### src/rtl/mem_port_arbiter.sv
// Arbitrates instruction-fetch and data requests onto a single fixed-latency memory port.
// Optional fetch starvation guard: define MEM_ARB_FAIRNESS_EN.
module mem_port_arbiter #(
  parameter int MEM_LAT    = 2,
  parameter int STARVE_MAX = 4
) (
  input  logic        Clk,
  input  logic        Reset,
  input  logic        IReq,
  input  logic [31:0] IAddr,
  output logic        IGnt,
  output logic        IValid,
  output logic [31:0] IData,
  input  logic        DReq,
  input  logic        DWr,
  input  logic [31:0] DAddr,
  input  logic [31:0] DWData,
  output logic        DGnt,
  output logic        DValid,
  output logic [31:0] DRData,
  output logic [31:0] MemAddr,
  output logic        MemWr,
  output logic [31:0] MemWData,
  input  logic [31:0] MemRData,
  output logic        Busy
);

  // state  | meaning
  // IDLE   | no access in flight; arbitrate on sampled requests
  // ACCESS | latched address on memory port, grant pulse, write strobe
  // WAIT   | read latency countdown
  // RESP   | valid pulse with captured read data
  localparam logic [1:0] ST_IDLE   = 2'd0;
  localparam logic [1:0] ST_ACCESS = 2'd1;
  localparam logic [1:0] ST_WAIT   = 2'd2;
  localparam logic [1:0] ST_RESP   = 2'd3;

  generate
    if (MEM_LAT < 1 || MEM_LAT > 15) begin : g_bad_mem_lat
      $error("mem_port_arbiter: MEM_LAT must be within 1..15");
    end
    if (STARVE_MAX < 1 || STARVE_MAX > 7) begin : g_bad_starve_max
      $error("mem_port_arbiter: STARVE_MAX must fit the 3-bit starve counter (1..7)");
    end
  endgenerate

  // WAIT exits on terminal count 0, so the load value is one less than its cycle count.
  localparam logic [3:0] WAIT_LOAD = (MEM_LAT > 1) ? 4'(MEM_LAT - 2) : 4'd0;

  logic [1:0]  state;
  logic        sel_fetch;
  logic        lat_wr;
  logic [31:0] lat_addr;
  logic [31:0] lat_wdata;
  logic [3:0]  wait_cnt;
  logic        starve_hit;
  logic        pick_fetch;
  logic        mem_drive;

  assign pick_fetch = IReq && (!DReq || starve_hit);

  always_ff @(posedge Clk or negedge Reset) begin
    if (!Reset) begin
      state     <= ST_IDLE;
      sel_fetch <= 1'b0;
      lat_wr    <= 1'b0;
      lat_addr  <= '0;
      lat_wdata <= '0;
      wait_cnt  <= '0;
      IData     <= '0;
      DRData    <= '0;
    end else begin
      case (state)
        ST_IDLE: begin
          if (IReq || DReq) begin
            state     <= ST_ACCESS;
            sel_fetch <= pick_fetch;
            lat_wr    <= !pick_fetch && DWr;
            lat_addr  <= pick_fetch ? IAddr : DAddr;
            lat_wdata <= pick_fetch ? 32'd0 : DWData;
          end
        end
        ST_ACCESS: begin
          if (lat_wr) begin
            state  <= ST_RESP;
            DRData <= '0;
          end else if (MEM_LAT == 1) begin
            state <= ST_RESP;
            if (sel_fetch) IData  <= MemRData;
            else           DRData <= MemRData;
          end else begin
            state    <= ST_WAIT;
            wait_cnt <= WAIT_LOAD;
          end
        end
        ST_WAIT: begin
          if (wait_cnt == 4'd0) begin
            state <= ST_RESP;
            if (sel_fetch) IData  <= MemRData;
            else           DRData <= MemRData;
          end else begin
            wait_cnt <= wait_cnt - 4'd1;
          end
        end
        ST_RESP: state <= ST_IDLE;
        default: state <= ST_IDLE;
      endcase
    end
  end

`ifdef MEM_ARB_FAIRNESS_EN
  localparam logic [2:0] STARVE_LIM = 3'(STARVE_MAX);
  logic [2:0] starve_cnt;

  assign starve_hit = (starve_cnt == STARVE_LIM);

  always_ff @(posedge Clk or negedge Reset) begin
    if (!Reset) begin
      starve_cnt <= '0;
    end else if (state == ST_IDLE && (IReq || DReq)) begin
      if (pick_fetch || !IReq) starve_cnt <= '0;
      else                     starve_cnt <= starve_cnt + 3'd1;
    end
  end
`else
  assign starve_hit = 1'b0;
`endif

  assign mem_drive = (state == ST_ACCESS) || (state == ST_WAIT);
  assign Busy      = (state != ST_IDLE);
  assign IGnt      = (state == ST_ACCESS) && sel_fetch;
  assign DGnt      = (state == ST_ACCESS) && !sel_fetch;
  assign MemWr     = (state == ST_ACCESS) && lat_wr;
  assign MemAddr   = mem_drive ? lat_addr  : 32'd0;
  assign MemWData  = mem_drive ? lat_wdata : 32'd0;
  assign IValid    = (state == ST_RESP) && sel_fetch;
  assign DValid    = (state == ST_RESP) && !sel_fetch;

endmodule

### config.mk
export PLATFORM = sky130hd
export DESIGN_NAME = mem_port_arbiter
export DESIGN_NICKNAME = d
export VERILOG_FILES = /design/src/rtl/mem_port_arbiter.sv
export SDC_FILE = /design/constraint.sdc
export NUM_CORES = 1
export LEC_CHECK = 0
export ABC_AREA = 1
export CORE_ASPECT_RATIO = 0.75
export CORE_MARGIN = 5
export CORE_UTILIZATION = 23
export DETAILED_ROUTE_END_ITERATION = 12
export SYNTH_ARGS = -nofsm -noshare
export SYNTH_HDL_FRONTEND = slang
export SYNTH_SLANG_ARGS = --single-unit
### constraint.sdc
create_clock -name Clk -period 2.1 [get_ports Clk]
set_input_delay 0.42 -clock Clk [delete_from_list [all_inputs] [get_ports Clk]]
set_output_delay 0.42 -clock Clk [all_outputs]
set_load 0.05 [all_outputs]
==> results of run 1 <==
==> worst max-delay path by stage <==
stage | startpoint | to | slack, ns
detailed placement | state[1]$_DFFE_PN0P_ | MemWData[31] | 0.12
global placement | DReq | lat_addr[31]$_DFFE_PN0P_ | 0.15
CTS | state[1]$_DFFE_PN0P_ | MemWData[0] | -0.06
finish | state[1]$_DFFE_PN0P_ | MemWData[20] | -0.03
global route | state[0]$_DFFE_PN0P_ | MemAddr[26] | -0.14
floorplan | state[0]$_DFFE_PN0P_ | MemAddr[10] | 0.1
==> per-stage QoR <==
stage               setup WS, ns  setup TNS, ns  hold slack [ns]  instance area, µm²
floorplan                 0.0999              0            0.124                6660
global placement           0.154              0            0.360               10400
detailed placement         0.124              0            0.360               10400
CTS                      -0.0576          -1.83            0.468               11400
global route              -0.140          -6.51            0.498               11500
finish                   -0.0332         -0.524            0.468               11500
==> cell type report <==
cell class / count / area, µm² / share of cell area [%]
clock buffers: 21 / 470 / 4.09
clock inverters: 11 / 145 / 1.26
multi-input cells: 510 / 2660 / 23.1
inverters: 114 / 445 / 3.87
repair buffers: 307 / 3900 / 33.8
well taps: 392 / 490 / 4.26
flip-flops and latches: 136 / 3400 / 29.6
==> logic make-up (layout without fill, tap and decap cells) <==
logic type	Yosys count	in the layout	share of synthesized area, %
simple gates	429	429	27.8
buf+inv	168	453	11.7
flops	136	136	51.1
compound gates	73	73	7.87
fa+ha+maj	8	8	1.50
==> registers in the layout, indices dropped and copies added, names as in the netlist <==
signal and cells:
IData 32, DRData 32, wait_cnt 4, state 2, sel_fetch 1, lat_wr 1
lat_wdata 32, lat_addr 32
==> layout by cell type (no fill, tap or decap), types with 3 or more instances in the layout <==
| cell type | instances |
|---|---|
| ha_1 | 7 |
| a31oi_1 | 31 |
| nand4_1 | 32 |
| buf_12 | 77 |
| nor2_4 | 3 |
| dfrtp_1 | 135 |
| nand2_1 | 235 |
| clkdlybuf4s50_1 | 191 |
| inv_4 | 7 |
| clkbuf_8 | 3 |
| buf_4 | 28 |
| buf_16 | 5 |
| nand3_1 | 71 |
| nand2_2 | 34 |
| clkinv_2 | 3 |
| clkbuf_16 | 19 |
| nand2_4 | 13 |
| clkinvlp_4 | 3 |
| o21ai_2 | 32 |
| o21ai_0 | 9 |
| bufinv_16 | 3 |
| inv_1 | 45 |
| inv_2 | 62 |
| nor2_1 | 37 |
==> routing by layer <==
layer | part of all wire (%) | vias to the layer above | wire length, µm | GRT usage (%)
met3 | 12 | 17 | 2750 | 7.02
met1 | 42 | 2965 | 9800 | 17.7
met4 | 1.2 | 0 | 267 | 3.48
met5 | 0 | - | 0 | 0
li1 | - | 3100 | - | -
met2 | 45 | 234 | 10300 | 21.7
==> repair_timing <==
item / 4_1_cts / 5_1_grt
buffers inserted: 8 / 1
pin swaps: 1 / 0
gates resized for setup: 124 / 17
hold endpoints to repair: 33 / 0
endpoints found under the setup margin: 65 / 68
hold buffers: 1 / 0
cloned: 5 / 2
==> worst reg2reg max path, stage by stage (launching register included) <==
cell and delay (ns):
dfrtp_2 0.41, buf_4 0.13, buf_4 0.14, ha_1 0.21, nand2_1 0.08, nand2_1 0.12, nand2_2 0.09, buf_4 0.34
nand2_1 0.13, nand2_1 0.08
==> synth_stat cells, drive strengths merged <==
master  count
dfrtp     136
nand2     283
nand3      71
nand3b      1
o21ai      41
a31oi      31
clkbuf      7
nand4      33
ha          8
buf        47
or2         1
nor2       40
inv       114
a21oi       1
==> impl_metrics.csv, run 1 <==
group,metric,value,unit
sta,drv_slew,0,
synthesis,syn_inst,814,
synthesis,synth_nets,955,
sta,skew,0.00962,ns
sta,relSlewSlack,63.2,%
floorplan,coreArea,28800,µm²
global_route,grt_max_degree,65,
setup_path,startpoint_type,"register",
floorplan,ios,267,
route,vias,6316,
setup_path,crit_slowest_cell,"dfrtp_2",
global_route,grt_pass1_vias,6308,
cts,cts_htree_levels,4,
setup_path,cp.required,1.68,ns
sta,rsz0062_at_grt,"yes",
cts,clock-root-buffer,"clkbuf_16",
cts,path_clk_slew,0.06,ns
placement,dp.cells,1442,
cts,insertion_delay,0.42,ns
setup_path,cp_num_cells,7,
sta,setup_viol,38,
sta,timing.final.ws_setup,-0.0332,ns
hold_path,hold_end,"DRData[4]$_DFFE_PN0P_",
synthesis,yosys_warnings,0,
cts,cts_sinks,136,
setup_path,cp_max_fo,11,
route,first_pass_iters,4,
route,initialDrtViolationCount,313,
cells_and_area,drive_gt1_share,27.3,%
setup_path,max_stage_delay,0.37,ns
route,vias_per_cell,4.24,
setup_path,path_delay_family,"buffers and inverters",
route,postRouteAntennaNets,0,
floorplan,dieArea,32500,µm²
setup_path,reg2reg_to,"DRData[23]$_DFFE_PN0P_",
setup_path,critPathKind,"reg2out",
cells_and_area,area_growth,73.0,%
cells_and_area,fill_cells,2937,
synthesis,ys_seq_elements,136,
floorplan,chipWidth,206,µm
route,wl_per_cell,15.5,µm
synthesis,netlist_area,6660,µm²
setup_path,critPathBufInv,5,
cells_and_area,final_util,40.0,%
hold_path,hp-start,"DRData[4]$_DFFE_PN0P_",
synthesis,synth_top_area_cell,"dfrtp_1",
synthesis,yosysSeqAreaShare,51.1,%
setup_path,crit_chain,"inv_2 > ha_4 > buf_12 > buf_16 > nand2_1 > inv_2 > buf_12",
outcome,status,"finished, violations left",
placement,gp_congestion,0.790,
cts,cts_buffers,17,
setup_path,crit_arrival,1.71,ns
cts,clk_path_buf_depth,2,
sta,fin_crit,2.13,ns
hold_path,hold_class,"reg2reg",
flow_run,cap_violations,0,
cells_and_area,instances_no_fill,1491,
global_route,overflow,0,
synthesis,avgSynthCellArea,8.18,µm²
setup_path,worst_r2r_path_depth,9,
route,drt-total-wl,23100,µm
global_route,grt_antenna_before_repair,0,
placement,port_buffers,266,
sta,finalHoldViolations,0,
global_route,grt_pass1_wl,35500,µm
outcome,violations,"setup timing",
route,drc,0,
cells_and_area,final_nets,1227,
sta,fmax,0.469,GHz
placement,dpl.hpwl,15900,µm
hold_path,min_path_cells,2,
cts,cts_tree,"yes",
global_route,track_usage,14.1,%
floorplan,die_h,157,µm
sta,tightest_slew,0.550,ns
cells_and_area,n_antenna_cell,0,
floorplan,rows,54,
synthesis,ys_types,22,
floorplan,start_util,23.1,%
setup_path,end_kind,"primary output",
setup_path,r2r_setup_slack,0.30,ns
synthesis,synth_top_area_share,51.1,%
setup_path,r2r-start,"state[1]$_DFFE_PN0P_",
sta,fin_crit_sh,102,%
synthesis,synthTopCellsByArea,"dfrtp_1, nand2_1, inv_1",
Power of run 1 is left out: the tool's default activity adds up to more than one toggle a clock period on the data nets, which glitch-free logic cannot reach.
==> run 2: changes to the inputs <==
--- a/config.mk
+++ b/config.mk
@@ -5,7 +5,7 @@
 export SDC_FILE = /design/constraint.sdc
 export NUM_CORES = 1
 export LEC_CHECK = 0
-export ABC_AREA = 1
+export CAP_MARGIN = 20
 export CORE_ASPECT_RATIO = 0.75
 export CORE_MARGIN = 5
 export CORE_UTILIZATION = 23
==> impl_metrics.csv, run 2 <==
group,metric,value,unit
sta,skew,0.00670,ns
synthesis,ys_types,35,
sta,setup_viol,60,
synthesis,yosys_warnings,0,
synthesis,synth-main-ff-cell,"dfrtp_1",
cts,cts_sinks,136,
floorplan,ios,267,
sta,relSlewSlack,50.7,%
setup_path,end_kind,"primary output",
global_route,grt_pass1_vias,5770,
hold_path,hold_class,"reg2reg",
synthesis,synth_compound_gate_area_share,8.46,%
sta,fin_crit,2.18,ns
cells_and_area,n_antenna_cell,0,
synthesis,synth_edf_count,0,
pwr,pwr-share-clk,14.3,%
synthesis,synth_top_area_share,53.9,%
outcome,violations,"setup timing",
route,drt-total-wl,22500,µm
cts,clock-root-buffer,"clkbuf_16",
cts,cts_tree,"yes",
pwr,p_leak,0.00526,µW
setup_path,crit_start,"state[0]$_DFFE_PN0P_",
floorplan,die_h,154,µm
cells_and_area,layout_commonest_cell,"clkdlybuf4s50_1",
placement,dpl.hpwl,15500,µm
floorplan,dieArea,30900,µm²
setup_path,startpoint_type,"register",
route,initialDrtViolationCount,158,
synthesis,yosysSeqAreaShare,53.9,%
sta,rsz0062_at_grt,"yes",
pwr,power_frac_seq,19.1,%
setup_path,cp_max_fo,7,
sta,fin_crit_sh,104,%
cts,clk_path_buf_depth,2,
sta,drv_slew,0,
route,first_pass_iters,4,
floorplan,coreArea,27000,µm²
synthesis,syn_inst,591,
cells_and_area,instances_no_fill,1227,
floorplan,rows,52,
cts,cts_buffers,17,
global_route,overflow,0,
setup_path,critPathBufInv,4,
flow_run,cap_violations,0,
pwr,irDropWorstVdd,1.29,mV
route,vias_per_cell,4.51,
synthesis,synth_top_family_by_area,"simple AND/OR/NAND/NOR gates",
synthesis,synth_xor_area_share,0,%
outcome,status,"finished, violations left",
cts,path_clk_slew,0.06,ns
cts,insertion_delay,0.43,ns
cells_and_area,drive_gt1_share,28.0,%
pwr,total_power,23400,µW
global_route,grt_max_degree,66,
cells_and_area,area_growth,80.2,%
route,vias,5538,
placement,port_buffers,266,
placement,gp_congestion,0.732,
cells_and_area,final_cell_mix,"clkdlybuf4s50_1, dfrtp_1, buf_12",
cells_and_area,fill_cells,2525,
setup_path,r2r-start,"wait_cnt[0]$_DFFE_PN0P_",
global_route,track_usage,14.4,%
synthesis,async_reset_ff_share,100,%
setup_path,crit_slowest_cell,"dfrtp_1",
synthesis,synthTopCellsByCount,"dfrtp_1, and2_1, nand2_1, nand3_1, o21ai_0",
pwr,intPower,12900,µW
setup_path,path_delay_family,"buffers and inverters",
synthesis,synth_mux_area_share,11.3,%
sta,timing.final.ws_setup,-0.0796,ns
global_route,grt_antenna_before_repair,0,
cts,cts_htree_levels,4,
synthesis,avgSynthCellArea,10.7,µm²
synthesis,synth_top_area_cell,"dfrtp_1",
setup_path,critPathKind,"reg2out",
floorplan,start_util,23.4,%
pwr,pwr-share-comb,66.6,%
synthesis,ys_seq_elements,136,
synthesis,synth_adder_area_share,1.58,%
route,postRouteAntennaNets,0,
route,wl_per_cell,18.3,µm
synthesis,synth_nets,732,
setup_path,max_stage_delay,0.37,ns
synthesis,netlist_area,6320,µm²
synthesis,synthSimpleGateAreaFrac,20.8,%
placement,dp.cells,1177,
hold_path,hp-start,"lat_addr[20]$_DFFE_PN0P_",
pwr,p_sw,10400,µW
sta,finalHoldViolations,0,
setup_path,crit_arrival,1.76,ns
cells_and_area,final_nets,1004,
sta,tightest_slew,0.739,ns
sta,fmax,0.459,GHz
floorplan,chipWidth,201,µm
synthesis,yosysMostFrequentCell,"dfrtp_1",
global_route,grt_pass1_wl,34800,µm
setup_path,crit_chain,"inv_2 > ha_4 > buf_8 > clkbuf_16 > and2_4 > buf_12",
route,drc,0,
setup_path,cp.required,1.68,ns
pwr,p_sw_share,44.6,%
pwr,power_density,2050,nW/µm²
sta,setup_tns,-2.70,ns
synthesis,synthTopCellsByArea,"dfrtp_1, and2_1, mux2i_1",
==> run 2: cell types whose count changed in the layout (fill, tap and decap cells not counted), moves of 25 or more <==
cell     previous run  this run
a22o_1              0        33
a31oi_1            31         0
and2_4              0        66
inv_1              45         3
inv_2              62         2
mux2_2              0        27
mux2i_1             0        32
nand2_1           235        66
nand2_2            34         0
nor2_1             37         2
o21ai_0             9        34
o21ai_2            32         0
==> run 2: path summary, 6_finish.rpt <==
kind                                       endpoint  slack [ns]  cells past startpoint
max reg2reg                   IData[15]$_DFFE_PN0P_        0.15                      6
max in group asynchronous  lat_addr[26]$_DFFE_PN0P_        0.94                      3
min reg2reg                lat_addr[20]$_DFFE_PN0P_        0.48                      2
min                        lat_addr[20]$_DFFE_PN0P_        0.48                      2
min in group asynchronous    DRData[20]$_DFFE_PN0P_        0.50                      2
max                                      MemAddr[1]       -0.08                      6
==> run 2: cell families (layout without fill, tap and decap cells) <==
logic type | count (synthesis) | in the layout
AOI/OAI and AO/OA | 78 | 78
adders and majority gates | 8 | 8
muxes | 67 | 67
buffers and inverters | 54 | 339
and+or+nand+nor | 248 | 248
DFF | 136 | 136
==> run 2: repair_timing <==
item                                    in CTS  in global routing
hold endpoints to repair                    43                  0
gates resized for setup                     84                 26
cloned                                       5                  1
buffers inserted                            11                  0
pin swaps                                    1                  1
endpoints found under the setup margin      69                 89
hold buffers                                 1                  0
==> run 2: metal layers <==
metal  track usage (%)  part of all wire (%)  up-vias  routed length [µm]
li1                  -                     -     2628                   -
met1              18.9                    46     2664               10200
met2              20.5                    43      234                9610
met3              8.17                    11       12                2470
met4              3.42                  0.72        0                 161
met5                 0                     0        -                   0
==> run 2: worst reg2reg max path, stage by stage, from the launching register on <==
cell	delay, ns
dfrtp_1	0.41
inv_1	0.09
ha_1	0.23
nor3b_1	0.25
and3_2	0.25
buf_12	0.20
mux2_2	0.40
==> run 2: final cells by class <==
cell class              count  area, µm²  area share, %
clock buffers              18        429           3.77
well taps                 351        439           3.86
clock inverters            14        220           1.93
flip-flops and latches    136       3400           29.9
repair buffers            302       3970           34.8
multi-input cells         401       2900           25.5
inverters                   5       18.8          0.165
==> run 2: metrics by stage <==
stage | worst slack [ns] | hold slack [ns] | util, % | cell area, µm²
floorplan | 0.0151 | 0.124 | - | 6320
global placement | 0.156 | 0.387 | 37.8 | 10200
detailed placement | 0.121 | 0.382 | 37.8 | 10200
CTS | -0.109 | 0.487 | 41.8 | 11300
global route | -0.166 | 0.500 | 42.2 | 11400
finish | -0.0796 | 0.483 | 42.2 | 11400
==> run 2: power by group through the flow <==
stage / registers, µW / clock network, µW / logic [µW]
final: 4460 / 3360 / 15600
after global routing: 4600 / 3590 / 16400
after global placement: 4440 / 0 / 13600
after detailed placement: 4460 / 0 / 13700
after floorplan: 6180 / 0 / 5690
after CTS: 4460 / 3460 / 15600
Power figures use the tool's default switching activity.
==> run 3: changes to the inputs <==
--- a/config.mk
+++ b/config.mk
@@ -5,6 +5,7 @@
 export SDC_FILE = /design/constraint.sdc
 export NUM_CORES = 1
 export LEC_CHECK = 0
+export ABC_AREA = 1
 export CAP_MARGIN = 20
 export CORE_ASPECT_RATIO = 0.75
 export CORE_MARGIN = 5
==> results of run 3 <==
Final layout, timing and power as in run 1 (identical DEF).
Power of run 3 is left out for the same reason.
